### src/rtl/z80_busctl.sv
// z80_busctl: Z80 sound-CPU bus controller.
// Decodes each Z80 memory cycle into one of four actions: an 8 KB sound-RAM
// access (mirrored over 0000-3FFF), a write to the 9-bit bank register at
// 6000-60FF, a banked access through the 8000-FFFF window onto the main bus
// (stalling the Z80 with WAIT until the main bus acknowledges), or an
// unmapped access that reads back FF.
//
// Handshake on the banked port: bank_req rises the cycle after the access is
// decoded and stays high, with bank_addr/bank_we/bank_do held stable, until
// bank_ack is sampled high on a rising mclk edge; that edge completes the
// transfer (read data captured from bank_di) and drops bank_req. bank_ack is
// only meaningful while the controller is in the BREQ state.
//
// Every action happens exactly once per Z80 cycle: after an action the
// controller parks in DONE until the strobes are released.

module z80_busctl (
  input  logic        mclk,
  input  logic        reset,      // synchronous, active-low
  input  logic [15:0] address,
  input  logic [7:0]  data_o,     // Z80 write data
  output logic [7:0]  data_i,     // read data back to the Z80
  input  logic        mreq,       // active-low
  input  logic        rd,         // active-low
  input  logic        wr,         // active-low
  input  logic        rfsh,       // active-low
  output logic        wait_n,     // Z80 WAIT, active-low
  output logic [12:0] ram_a,
  output logic [7:0]  ram_do,
  input  logic [7:0]  ram_di,
  output logic        ram_ce,
  output logic        ram_we,
  output logic        bank_req,
  input  logic        bank_ack,
  output logic [23:0] bank_addr,
  output logic        bank_we,
  output logic [7:0]  bank_do,
  input  logic [7:0]  bank_di,
  output logic [8:0]  bank,
  output logic [1:0]  state_dbg
);

  typedef enum logic [1:0] {
    ST_IDLE = 2'd0,
    ST_RAM  = 2'd1,
    ST_BREQ = 2'd2,
    ST_DONE = 2'd3
  } state_t;

  typedef enum logic [1:0] {
    RG_RAM      = 2'd0,
    RG_BANKREG  = 2'd1,
    RG_WINDOW   = 2'd2,
    RG_UNMAPPED = 2'd3
  } region_t;

  state_t  state;
  state_t  state_nx;
  region_t region;
  logic    access_start;
  logic    cycle_end;
  logic    lat_wr;        // direction of the access in flight (1 = write)

  assign state_dbg = state;

  // Strobe qualification and address decode of the live bus.
  always_comb begin
    access_start = 1'b0;
    cycle_end    = 1'b0;
    region       = RG_UNMAPPED;
    // Refresh cycles also drive MREQ low; they must never start an access.
    access_start = !mreq && rfsh && (!rd || !wr);
    cycle_end    = mreq || (rd && wr);
    if (address[15:14] == 2'b00) begin
      region = RG_RAM;            // A13 ignored: 2000-3FFF mirrors 0000-1FFF
    end else if (address[15]) begin
      region = RG_WINDOW;
    end else if (address[15:8] == 8'h60) begin
      region = RG_BANKREG;
    end else begin
      region = RG_UNMAPPED;
    end
  end

  // Next-state logic: one transition per mclk.
  always_comb begin
    state_nx = state;
    case (state)
      ST_IDLE: begin
        if (access_start) begin
          case (region)
            RG_RAM:    state_nx = ST_RAM;
            RG_WINDOW: state_nx = ST_BREQ;
            default:   state_nx = ST_DONE;
          endcase
        end
      end
      ST_RAM:  state_nx = ST_DONE;
      ST_BREQ: begin
        if (bank_ack) begin
          state_nx = ST_DONE;
        end
      end
      ST_DONE: begin
        if (cycle_end) begin
          state_nx = ST_IDLE;
        end
      end
      default: state_nx = ST_IDLE;
    endcase
  end

  // State register.
  always_ff @(posedge mclk) begin
    if (!reset) begin
      state <= ST_IDLE;
    end else begin
      state <= state_nx;
    end
  end

  // Registered datapath: latches the access at the start edge and completes
  // it in RAM/BREQ. ram_ce/ram_we default low so they only ever pulse for the
  // single cycle spent in RAM.
  always_ff @(posedge mclk) begin
    if (!reset) begin
      data_i    <= 8'hFF;
      wait_n    <= 1'b1;
      ram_a     <= 13'h0000;
      ram_do    <= 8'h00;
      ram_ce    <= 1'b0;
      ram_we    <= 1'b0;
      bank_req  <= 1'b0;
      bank_addr <= 24'h000000;
      bank_we   <= 1'b0;
      bank_do   <= 8'h00;
      bank      <= 9'h000;
      lat_wr    <= 1'b0;
    end else begin
      ram_ce <= 1'b0;
      ram_we <= 1'b0;

      if (state == ST_IDLE && access_start) begin
        lat_wr <= !wr;
        case (region)
          RG_RAM: begin
            ram_ce <= 1'b1;
            ram_we <= !wr;
            ram_a  <= address[12:0];
            ram_do <= data_o;
          end
          RG_BANKREG: begin
            // Serial bank load: each write shifts D0 in at the top.
            if (!wr) begin
              bank <= {data_o[0], bank[8:1]};
            end else begin
              data_i <= 8'hFF;
            end
          end
          RG_WINDOW: begin
            bank_req  <= 1'b1;
            wait_n    <= 1'b0;
            bank_addr <= {bank, address[14:0]};
            bank_we   <= !wr;
            bank_do   <= data_o;
          end
          default: begin
            // Unmapped: writes vanish, reads float high.
            if (wr) begin
              data_i <= 8'hFF;
            end
          end
        endcase
      end

      if (state == ST_RAM && !lat_wr) begin
        data_i <= ram_di;
      end

      if (state == ST_BREQ && bank_ack) begin
        if (!lat_wr) begin
          data_i <= bank_di;
        end
        bank_req <= 1'b0;
        wait_n   <= 1'b1;
      end
    end
  end

endmodule

### config.mk
export PLATFORM = sky130hd
export DESIGN_NAME = z80_busctl
export DESIGN_NICKNAME = d
export VERILOG_FILES = /design/src/rtl/z80_busctl.sv
export SDC_FILE = /design/constraint.sdc
export NUM_CORES = 1
export LEC_CHECK = 0
export CORE_UTILIZATION = 30
export DETAILED_ROUTE_END_ITERATION = 10
export HOLD_SLACK_MARGIN = 0.03
export PLACE_DENSITY = 0.57
export SYNTH_ARGS = -nofsm -noshare
export SYNTH_HDL_FRONTEND = slang
export SYNTH_SLANG_ARGS = --single-unit
### constraint.sdc
create_clock -name mclk -period 2.14 [get_ports mclk]
set_input_delay 0.428 -clock mclk [delete_from_list [all_inputs] [get_ports mclk]]
set_output_delay 0.428 -clock mclk [all_outputs]
set_load 0.02 [all_outputs]
==> results of run 1 <==
## cells in the mapped netlist, drive strengths merged
cell / instances / area (µm²)
ha: 4 / 50.1
buf: 13 / 81.3
and4b: 1 / 11.3
nor2: 24 / 90.1
and3b: 1 / 8.76
nand2b: 9 / 56.3
o21ai: 42 / 210
nor3b: 1 / 12.5
dfxtp: 78 / 1560
inv: 6 / 22.5
nor3: 11 / 55.1
o31ai: 1 / 7.51
nand3: 34 / 175
nand2: 45 / 169
nor4b: 1 / 8.76
clkbuf: 9 / 33.8
nand4: 1 / 12.5
a21o: 1 / 7.51
and4: 2 / 20.0
or3: 1 / 6.26
a31oi: 1 / 6.26
a21oi: 10 / 61.3
mux2i: 32 / 320
and2b: 2 / 15.0
a222oi: 1 / 10.0
## worst reg2reg max path, delay by kind of cell (launching register included)
kind	cells	cell delay [ns]
AO/OA/AOI/OAI	2	0.69
flip-flops	1	0.36
adder cells (fa/ha/maj)	1	0.36
AND/OR/NAND/NOR	1	0.08
buffers and inverters	2	0.16
## placed cells by master, fill, tap and decap left out, drive strengths merged, types with 6 or more instances in the layout
master / count
dfxtp: 78
nand3: 34
nor2: 24
nand2: 45
nor3: 11
clkbuf: 11
mux2i: 32
a21oi: 10
buf: 12
inv: 6
o21ai: 42
nand2b: 9
clkdlybuf4s50: 122
## worst min-delay path by stage
stage                     to  slack [ns]  depth (start not counted)
floorplan             ram_we        0.51                          1
global placement    bank_req        0.44                          2
detailed placement  bank_req        0.44                          2
CTS                 bank_req        0.41                          3
global route        bank_req        0.43                          3
finish              bank_req        0.42                          3
## stage by stage
| stage | hold WS (ns) | cell area (µm²) | setup WS [ns] | util |
|---|---|---|---|---|
| after global routing | 0.432 | 4590 | 0.174 | 0.469 |
| after global placement | 0.435 | 4370 | 0.0886 | 0.447 |
| final | 0.416 | 4590 | 0.297 | 0.470 |
| after floorplan | 0.507 | 3010 | 0.404 | - |
| after detailed placement | 0.440 | 4370 | 0.0353 | 0.447 |
| after CTS | 0.408 | 4590 | 0.271 | 0.469 |
## state kept, by name, summed over array words and instances (netlist names)
name,flops
ram_a,13
bank_do,8
bank,9
ram_we,1
bank_addr,24
wait_n,1
ram_do,8
state_dbg,2
data_i,8
ram_ce,1
lat_wr,1
bank_we,1
bank_req,1
## power groups by stage
stage                     logic, µW  clock network (µW)  registers [µW]
after detailed placement        876                   0            1660
after CTS                       879                1240            1630
after global routing            952                1310            1640
after floorplan                 335                   0            1780
final                           867                1200            1630
after global placement          867                   0            1660
## area by class of cell
cell class,instances,area (µm²),share of cell area
Inverter,6,22.5,0.00491
Multi-Input combinational cell,225,1310,0.286
Sequential cell,78,1560,0.340
Clock buffer,11,131,0.0286
Tap cell,133,166,0.0362
Clock inverter,5,83.8,0.0183
Timing Repair Buffer,134,1310,0.285
Antenna cell,1,2.50,0.000545
## cell families (layout without fill, tap and decap cells)
kind of cell / after synthesis / in the layout
multiplexers: 32 / 32
flip-flops: 78 / 78
other: 0 / 1
adder cells (fa/ha/maj): 4 / 4
AND/OR/NAND/NOR: 133 / 133
AO/OA/AOI/OAI: 56 / 56
buffers and inverters: 28 / 156
## routing by layer
layer	global-route usage	part of all wire	vias up
met2	0.261	0.44	87
met5	0	0	-
met1	0.198	0.45	1207
met3	0.0677	0.097	13
met4	0.0593	0.014	0
li1	-	-	1375
==> run summary, run 1 <==
The flip-flop and latch count after synthesis came out at 78. The via-per-instance ratio came out at 4.52. The adder and majority gate portion of the synthesized area came out at 0.0166. The number of buffer and inverter instances along the worst setup path is 1. The switching power is 1060 µW. Dividing the detail-routed wire length by the instance count gives 13.9 µm. The signal arrival time at the worst endpoint is 1.41 ns. The number of setup violations in the final report came out at 0. The cell depth of the worst flop-to-flop path came out at 6. Clock skew on the completed layout was measured at 0.00948 ns. The peak clock frequency supported by timing came out at 0.543 GHz. The final number of hold-violating endpoints came out at 0.

The filler cells instantiated in the layout total 965. Setup slack on the worst reg-to-reg path comes out at 0.42 ns. Setup repair after global routing left no endpoint under its margin. The internal power is 2640 µW. The final cell count without fillers is 593.

The slew of the pin with the lowest slew margin came out at 0.622 ns. The mean instance size in the synthesized netlist is 9.10 µm². The complex-gate fraction of the synthesized area was 0.100. The final net count came out at 505. Traced cell by cell, the critical path runs through clkdlybuf4s50_1. Post-CTS repair changed the size of 0 cells.

Of the total synthesized cell area, the portion taken by XOR and XNOR cells is 0. The number of routed nets with antenna violations came out at 0. The final critical delay including setup and external delays is 1.84 ns. The clock latency on the worst-skew pair is 0.35 ns. The start point of the critical path is state_dbg[1]. Synthesis produced a netlist with a net count of 382. Counting the buffers created by CTS gives 9. The global-route usage over all layers is 0.164.

The number of sinks driven by the clock tree came out at 78. In this run the critical register-to-register path is captured at data_i[2]. The startpoint identified for the worst register-to-register timing path is state_dbg[1].

The end point of the critical path is state_dbg[1]. Measured against the total synthesized area, the mux share comes to 0.106. The Yosys warning count is 0. The cell at the root of the clock tree is sky130_fd_sc_hd__clkbuf_8.

The number of antenna violations at the first check in global routing is 1. For this design the ratio of total power to cell area is 805 nW/µm². The maximum number of pins on one net before global-route repair is 49.

The overall die height is 102 µm. The area added between synthesis and finish is 52.4%. The iteration count of the initial detailed-routing pass came out at 4. TritonCTS built the clock tree. In the finished design, the share of the clock period the worst path needs comes to 0.861.

After synthesis, the largest family of logic cells by area is simple AND/OR/NAND/NOR gates. The number of global-route vias before repair is 2,641. After synthesis, the netlist uses 32 different library cells. The first global-routing pass estimated 13,100 µm of wire.

The count of standard-cell rows is 36. Across all layers, the routed design uses 2,682 vias. The number of buffers inserted by hold repair at cts came out at 0. The number of primary I/O pins is 124. The tightest slew margin relative to the limit came out at 0.583. The run finished with clean final reports.

The share of synthesized area occupied by flip-flops and latches came out at 0.518. The worst hold path begins at reset. The cell count after synthesis came out at 331.

The HPWL after detailed placement is 5910 µm. The post-CTS setup repair buffer count is 0. The launching element type of the critical path is a flop. Summing internal, switching and leakage power gives 3690 µW. The min-delay analysis places its worst path in the category primary input to flop. The floorplan die area is 10,400 µm².

The total core area came out at 9770 µm². The total of buffers placed on input and output ports came out at 123. The fraction of layout instances using a drive strength above 1 came out at 0.0741. The max capacitance violation total came out at 0. The horizontal die dimension came out at 102 µm. The post-detailed-routing wire length came out at 8230 µm. The static leakage is 0.00179 µW. The accumulated negative setup slack came out at 0 ns. The maximum single-stage delay on the critical path is 0.66 ns.

In this run the number of cells on the critical path is 1. The clock group share of total power came out at 0.325. The total DRC errors in the routed layout is 0. The cell count after placement came out at 576. In this design, the largest share of critical-path delay is due to buffers and inverters. Data on the critical path is required at its endpoint by 1.71 ns.

The sum of overflow across all layers after global routing came out at 0. The switching share of power is 0.286. The CTS clock-pin slew for the worst setup and hold paths is 0.08 ns. The largest buffer count on any clock path is 2. In this run the cell area of the synthesized design comes to 3010 µm².

The worst setup path is of the flop to output pin kind. Of all nets on the critical path, the largest fanout is 5. The H-tree depth came out at 3.

The detailed router finished its first iteration with 66 violations. At the end of routability-driven placement, the weighted congestion stood at 0.730. The sequential share of power is 0.440. The count of final max-slew check failures is 0. On the critical path, the stage with the largest delay is an instance of sky130_fd_sc_hd__clkdlybuf4s50_1.

The share of total power dissipated in combinational logic is 0.235. The initial standard-cell utilization of the core is 0.308. Of the total synthesized cell area, the portion taken by AND, OR, NAND and NOR gates is 0.213. The maximum ir drop on the vdd rail is 0.000354 V. The worst setup path is captured at an output pin.
Power figures use the tool's default switching activity.
==> inputs of run 2 (changes only) <==
- PLACE_DENSITY: 0.57 -> 0.63
- SKIP_CTS_REPAIR_TIMING: unset -> 1
==> run 2 against run 1 <==
  * Utilization grew 0.22 points
  * Routed wire length shrank 5.0%
  * Setup slack lost 0.014 ns
  * Non-clock buffer count shrank 3
  * Die area is the same
==> run summary, run 2 (synthesis gave the netlist of run 1 again) <==
The cell at the root of the clock tree is sky130_fd_sc_hd__clkbuf_8. The clock group share of total power is 0.330. Data arrives at the worst endpoint at 1.43 ns.

The smallest clock period supported by the final layout is computed as 1.86 ns. The iteration count of the initial detailed-routing pass came out at 5. The path class of the tightest hold or removal check is flop to flop. The maximum number of pins on one net before global-route repair came out at 60. The total core area came out at 9770 µm². Setup repair after global routing left no endpoint under its margin. The critical path is of the flop to output pin type. Of the cells placed in the final design, the portion with a size suffix greater than 1 is 0.0702. The filler cell count in the final layout came out at 970.

The largest buffer count on any clock path came out at 2. The final net count came out at 502. The clock latency on the worst-skew pair is 0.35 ns. The clock arrives with 0.00954 ns of skew.

The clock tree from TritonCTS is built. The HPWL after detailed placement came out at 5570 µm. The number of setup violations in the final report is 0. The post-detailed-routing wire length came out at 7820 µm. The kind of cell with the highest combined delay on the critical path is buffers and inverters. The count of standard-cell rows is 36. The slew of the pin with the lowest slew margin is 0.635 ns. The number of primary I/O pins came out at 124.

During placement, the flow inserted port buffers numbering 123. The final number of hold-violating endpoints came out at 0. The first-pass GRT wire length is 12,500 µm. Tracing the worst setup path back leads to its startpoint at state_dbg[0]. Overall power consumption after layout is estimated at 3700 µW. The register with the most flip-flops in the final layout is bank_addr. The worst hold path cell count is 2.

The internal power came out at 2670 µW. The via count is 2,677. The endpoint identified for the worst register-to-register timing path is ram_do[5]. The worst hold path begins at bank_req. The final standard cell utilization of the core came out at 0.472. The total DRC errors in the routed layout is 0.

In this design, the stage delay of the slowest critical-path cell is 0.66 ns. The cell count after placement is 573. The reg2reg setup slack is 0.32 ns. The violation count after the first detailed-routing iteration is 66.

Of the total power, registers draw 0.439. The CTS clock-pin slew for the worst setup and hold paths came out at 0.08 ns. The cell type of the slowest stage on the worst timing path is sky130_fd_sc_hd__clkdlybuf4s50_1. The number of sinks driven by the clock tree is 78. Across every metal layer, demand over resource in global routing totals 0.157. The finished cells cover 4610 µm². The via-per-instance ratio came out at 4.54. The worst path required time is 1.71 ns. The tightest slew margin relative to the limit is 0.574. The switching power is 1040 µW.

The signal on the critical path passes through clkdlybuf4s50_1. The final cell count without fillers came out at 589. The run finished with clean final reports.

The number of antenna violations at the first check in global routing came out at 1. The horizontal die dimension came out at 102 µm. The number of antenna diodes came out at 0. The startpoint identified for the worst register-to-register timing path is state_dbg[0].

The peak clock frequency supported by timing is 0.538 GHz. The power density over the cells came out at 803 nW/µm². Routability-driven placement finished with a final weighted congestion of 0.725. The number of clock buffers added by TritonCTS is 9. The flip-flop count of the largest register, all copies and words added came out at 24. The maximum ir drop on the vdd rail is 0.000372 V.

The initial standard-cell utilization of the core is 0.308. The accumulated negative setup slack is 0 ns. The largest registers in the layout are bank_addr: 24 flops, ram_a: 13 flops, bank: 9 flops. The switching share of power is 0.281.

The max capacitance violation total is 0. The post-route clock period utilization is 0.868. The worst setup path is captured at an output pin. The static leakage is 0.00180 µW. The maximum fanout along the worst path is 5.

The H-tree depth is 3. The part of the total power dissipated in combinational logic came out at 0.232. The total placed instance area came out at 4390 µm². The floorplan die area is 10,400 µm². The cell depth of the worst flop-to-flop path came out at 7. The number of buffer and inverter instances along the worst setup path came out at 1. The area added between synthesis and finish came out at 53.1%. STA classifies the critical path startpoint as a flop. The overall die height is 102 µm. The number of global-route vias before repair was 2,635.

The library cell used most frequently in the layout, excluding fill and tap cells, is sky130_fd_sc_hd__clkdlybuf4s50_1. The count of final max-slew check failures came out at 0. The path with the worst hold slack has its endpoint at bank_req. In the layout the commonest cells are 122 x sky130_fd_sc_hd__clkdlybuf4s50_1, 78 x sky130_fd_sc_hd__dfxtp_1, 45 x sky130_fd_sc_hd__nand2_1.

The sum of overflow across all layers after global routing came out at 0. The number of routed nets with antenna violations is 0. The average detailed-routed wire length per instance is 13.3 µm.
[run 2: stage by stage]
step / hold slack [ns] / worst slack, ns
after detailed placement: 0.444 / 0.0543
after floorplan: 0.507 / 0.404
after global routing: 0.478 / 0.133
after global placement: 0.438 / 0.0876
after CTS: 0.458 / 0.250
final: 0.450 / 0.283
[run 2: final cells by class]
| class | count | area, µm² | share of cell area |
|---|---|---|---|
| Multi-Input combinational cell | 225 | 1310 | 0.285 |
| Clock buffer | 11 | 141 | 0.0307 |
| Inverter | 6 | 22.5 | 0.00488 |
| Sequential cell | 78 | 1560 | 0.339 |
| Tap cell | 133 | 166 | 0.0361 |
| Clock inverter | 5 | 82.6 | 0.0179 |
| Timing Repair Buffer | 131 | 1320 | 0.287 |
[run 2: worst max-delay path by stage]
| stage | endpoint | slack, ns | cells past startpoint |
|---|---|---|---|
| after detailed placement | bank[8] | 0.05 | 5 |
| after floorplan | data_i[7] | 0.40 | 7 |
| after global placement | bank[5] | 0.09 | 4 |
| after global routing | ram_a[2] | 0.13 | 7 |
| after CTS | state_dbg[0] | 0.25 | 1 |
| final | state_dbg[0] | 0.28 | 1 |
[run 2: metal layers]
metal	share of wire	GRT usage	wire, µm	vias to the layer above
li1	-	-	-	1377
met1	0.46	0.179	3580	1200
met2	0.45	0.265	3510	86
met3	0.078	0.0588	607	12
met4	0.014	0.0626	110	2
met5	0.0015	0	12	-
[run 2: power by group through the flow]
stage	clock [µW]	combinational (µW)	sequential (µW)
detailed placement	0	865	1660
CTS	1270	869	1630
global route	1330	938	1640
global placement	0	858	1660
finish	1220	858	1630
floorplan	0	335	1780
[run 2: worst register-to-register path, stage by stage, from the launching register on]
cell                      delay [ns]
sky130_fd_sc_hd__dfxtp_1        0.42
sky130_fd_sc_hd__inv_1          0.09
sky130_fd_sc_hd__ha_1           0.30
sky130_fd_sc_hd__nor3b_2        0.21
sky130_fd_sc_hd__nand3_2        0.09
sky130_fd_sc_hd__buf_4          0.29
sky130_fd_sc_hd__mux2i_1        0.24
sky130_fd_sc_hd__nor2_1         0.06
==> inputs of run 3 (changes only) <==
- CORE_UTILIZATION: 30 -> 43
- PLACE_DENSITY: 0.63 -> 0.84
==> run 3 against run 2 <==
  * Clock power is 11% higher
  * Register-to-register slack better by 0.09 ns
  * Global-route usage is 6.3 points higher
  * Critical path depth is 4 higher
  * Cell area is 0.24% lower
  * Largest cell class unchanged
==> run summary, run 3 (synthesis gave the netlist of run 1 again) <==
The cell at the root of the clock tree is sky130_fd_sc_hd__clkbuf_8. The tool flagged a number of max-cap violations equal to 0. The final number of hold-violating endpoints came to 0. In the layout the commonest cells are 122 x sky130_fd_sc_hd__clkdlybuf4s50_1, 78 x sky130_fd_sc_hd__dfxtp_1, 45 x sky130_fd_sc_hd__nand2_1. The via-per-instance ratio came out at 4.99. The slew of the pin with the lowest slew margin is 0.608 ns. The area added between synthesis and finish is 52.7%.

The number of routed nets with antenna violations came out at 0. The horizontal die dimension is 85.7 µm. The first-pass GRT wire length came out at 12,800 µm. The largest registers in the layout are bank_addr: 24 flops, ram_a: 13 flops, bank: 9 flops. The maximum number of pins on one net before global-route repair came out at 60.

The flip-flop count of the largest register, all copies and words added came out at 24. The origin of the critical flop-to-flop path is state_dbg[0]. The sequential share of power came out at 0.422. Setup repair after global routing left no endpoint under its margin. The die covers 7350 µm². The smallest clock period supported by the final layout is computed as 1.87 ns. The maximum ir drop on the vdd rail is 0.000429 V. The clock latency on the worst-skew pair is 0.34 ns. The switching share of power came out at 0.281. The signal arrival time at the worst endpoint is 2.14 ns.

The violation count after the first detailed-routing iteration came out at 98. The CTS clock-pin slew for the worst setup and hold paths came out at 0.08 ns. The overall die height came out at 85.7 µm. The peak clock frequency supported by timing is 0.536 GHz. In this run the deepest clock path goes through 2 buffers. The part of the total power dissipated in combinational logic came out at 0.223. TritonCTS created 9 clock buffers.

The design draws 3850 µW. The number of setup violations in the final report is 0. The cell area after layout is 4600 µm². Clock tree synthesis found a total of 78 sinks. In the global route stage, overall resource usage came out at 0.220. The accumulated negative setup slack is 0 ns. The count of final max-slew check failures is 0.

The post-route clock period utilization is 0.872. The maximum fanout along the worst path is 9. The total area inside the core boundary comes to 6790 µm².

Tracing the worst setup path back leads to its startpoint at wr. The via count is 2,760. The clock arrives with 0.00745 ns of skew.

Summed over all nets, the switching power comes to 1080 µW. For this run the aggregate overflow at the end of global routing stands at 0. In the final design database the tool counted 503 nets.

The iteration count of the initial detailed-routing pass is 4. The initial standard-cell utilization of the core is 0.443. The final setup slack of the worst path is 0.273 ns. The worst setup path is of the primary input to flop kind. The clock group share of total power is 0.354. The register with the highest flop count is bank_addr.

In this run the number of H-tree levels came out at 3. The number of antenna diodes came out at 0. The fraction of layout instances using a drive strength above 1 is 0.0744. The number of global-route vias before repair is 2,741. STA puts the critical path data required time at 2.41 ns. The internal power is 2770 µW. The HPWL after detailed placement came out at 5460 µm. Input and output buffers added on the ports amount to 123.

Power spread over the standard cell area amounts to 838 nW/µm². The total DRC errors in the routed layout came out at 0. The final standard cell utilization of the core is 0.677. The worst setup slack after placement is -0.0826 ns. The tightest min-delay check is of the flop to flop type. The flow ran to the end, and the final reports show no timing, DRC or antenna violations. In this run the cell area measured after placement is 4350 µm².

The number of antenna violations at the first check in global routing came out at 0. The post-detailed-routing wire length is 7680 µm. STA classifies the critical path endpoint as a flop.

STA classifies the critical path startpoint as a primary input. The worst pin sits at a relative slew slack of 0.592. TritonCTS built the clock tree. The count of standard-cell rows is 30. In the final routed layout, each cell accounts on average for 13.9 µm. In this run the most critical hold path is launched from bank_req. The static leakage came out at 0.00182 µW. The library cell used most frequently in the layout, excluding fill and tap cells, is sky130_fd_sc_hd__clkdlybuf4s50_1. The final RePlAce weighted congestion is 0.870. Pin placement for this block handled 124 I/O pins.
run 3: metal layers:
metal	vias up	wire length, µm	track usage
met1	1282	3350	0.263
met4	0	118	0.0773
met2	95	3590	0.365
li1	1374	-	-
met3	9	624	0.0780
met5	-	0	0
run 3: through the flow:
| step | hold slack (ns) | std cells |
|---|---|---|
| floorplan | 0.507 | 331 |
| global placement | 0.438 | 537 |
| detailed placement | 0.445 | 537 |
| CTS | 0.457 | 553 |
| global route | 0.463 | 553 |
| finish | 0.450 | 553 |
run 3: critical path: stages:
cell and delay (ns):
sky130_fd_sc_hd__clkdlybuf4s50_1 0.52, sky130_fd_sc_hd__buf_4 0.20, sky130_fd_sc_hd__nor4b_1 0.27, sky130_fd_sc_hd__and4b_2 0.48
sky130_fd_sc_hd__mux2i_1 0.24
run 3: final cells by class:
class	count	area (µm²)
fill	570	2190
sequential	78	1560
timing repair buffer	132	1330
multi-input combinational	225	1310
clock inverter	7	128
clock buffer	9	124
tap	96	120
inverter	6	22.5
run 3: worst paths after layout:
kind	end	slack [ns]	cells after the start
worst min-delay path	bank_req	0.45	2
worst min register to register	bank_req	0.45	2
worst max-delay path	bank[8]	0.27	5
worst max register to register	bank[8]	0.41	5
run 3: power by group through the flow:
| stage | clock network [µW] | logic (µW) | registers [µW] |
|---|---|---|---|
| after floorplan | 0 | 335 | 1780 |
| after global placement | 0 | 851 | 1660 |
| after detailed placement | 0 | 869 | 1660 |
| after CTS | 1390 | 872 | 1630 |
| after global routing | 1460 | 937 | 1640 |
| final | 1360 | 861 | 1630 |
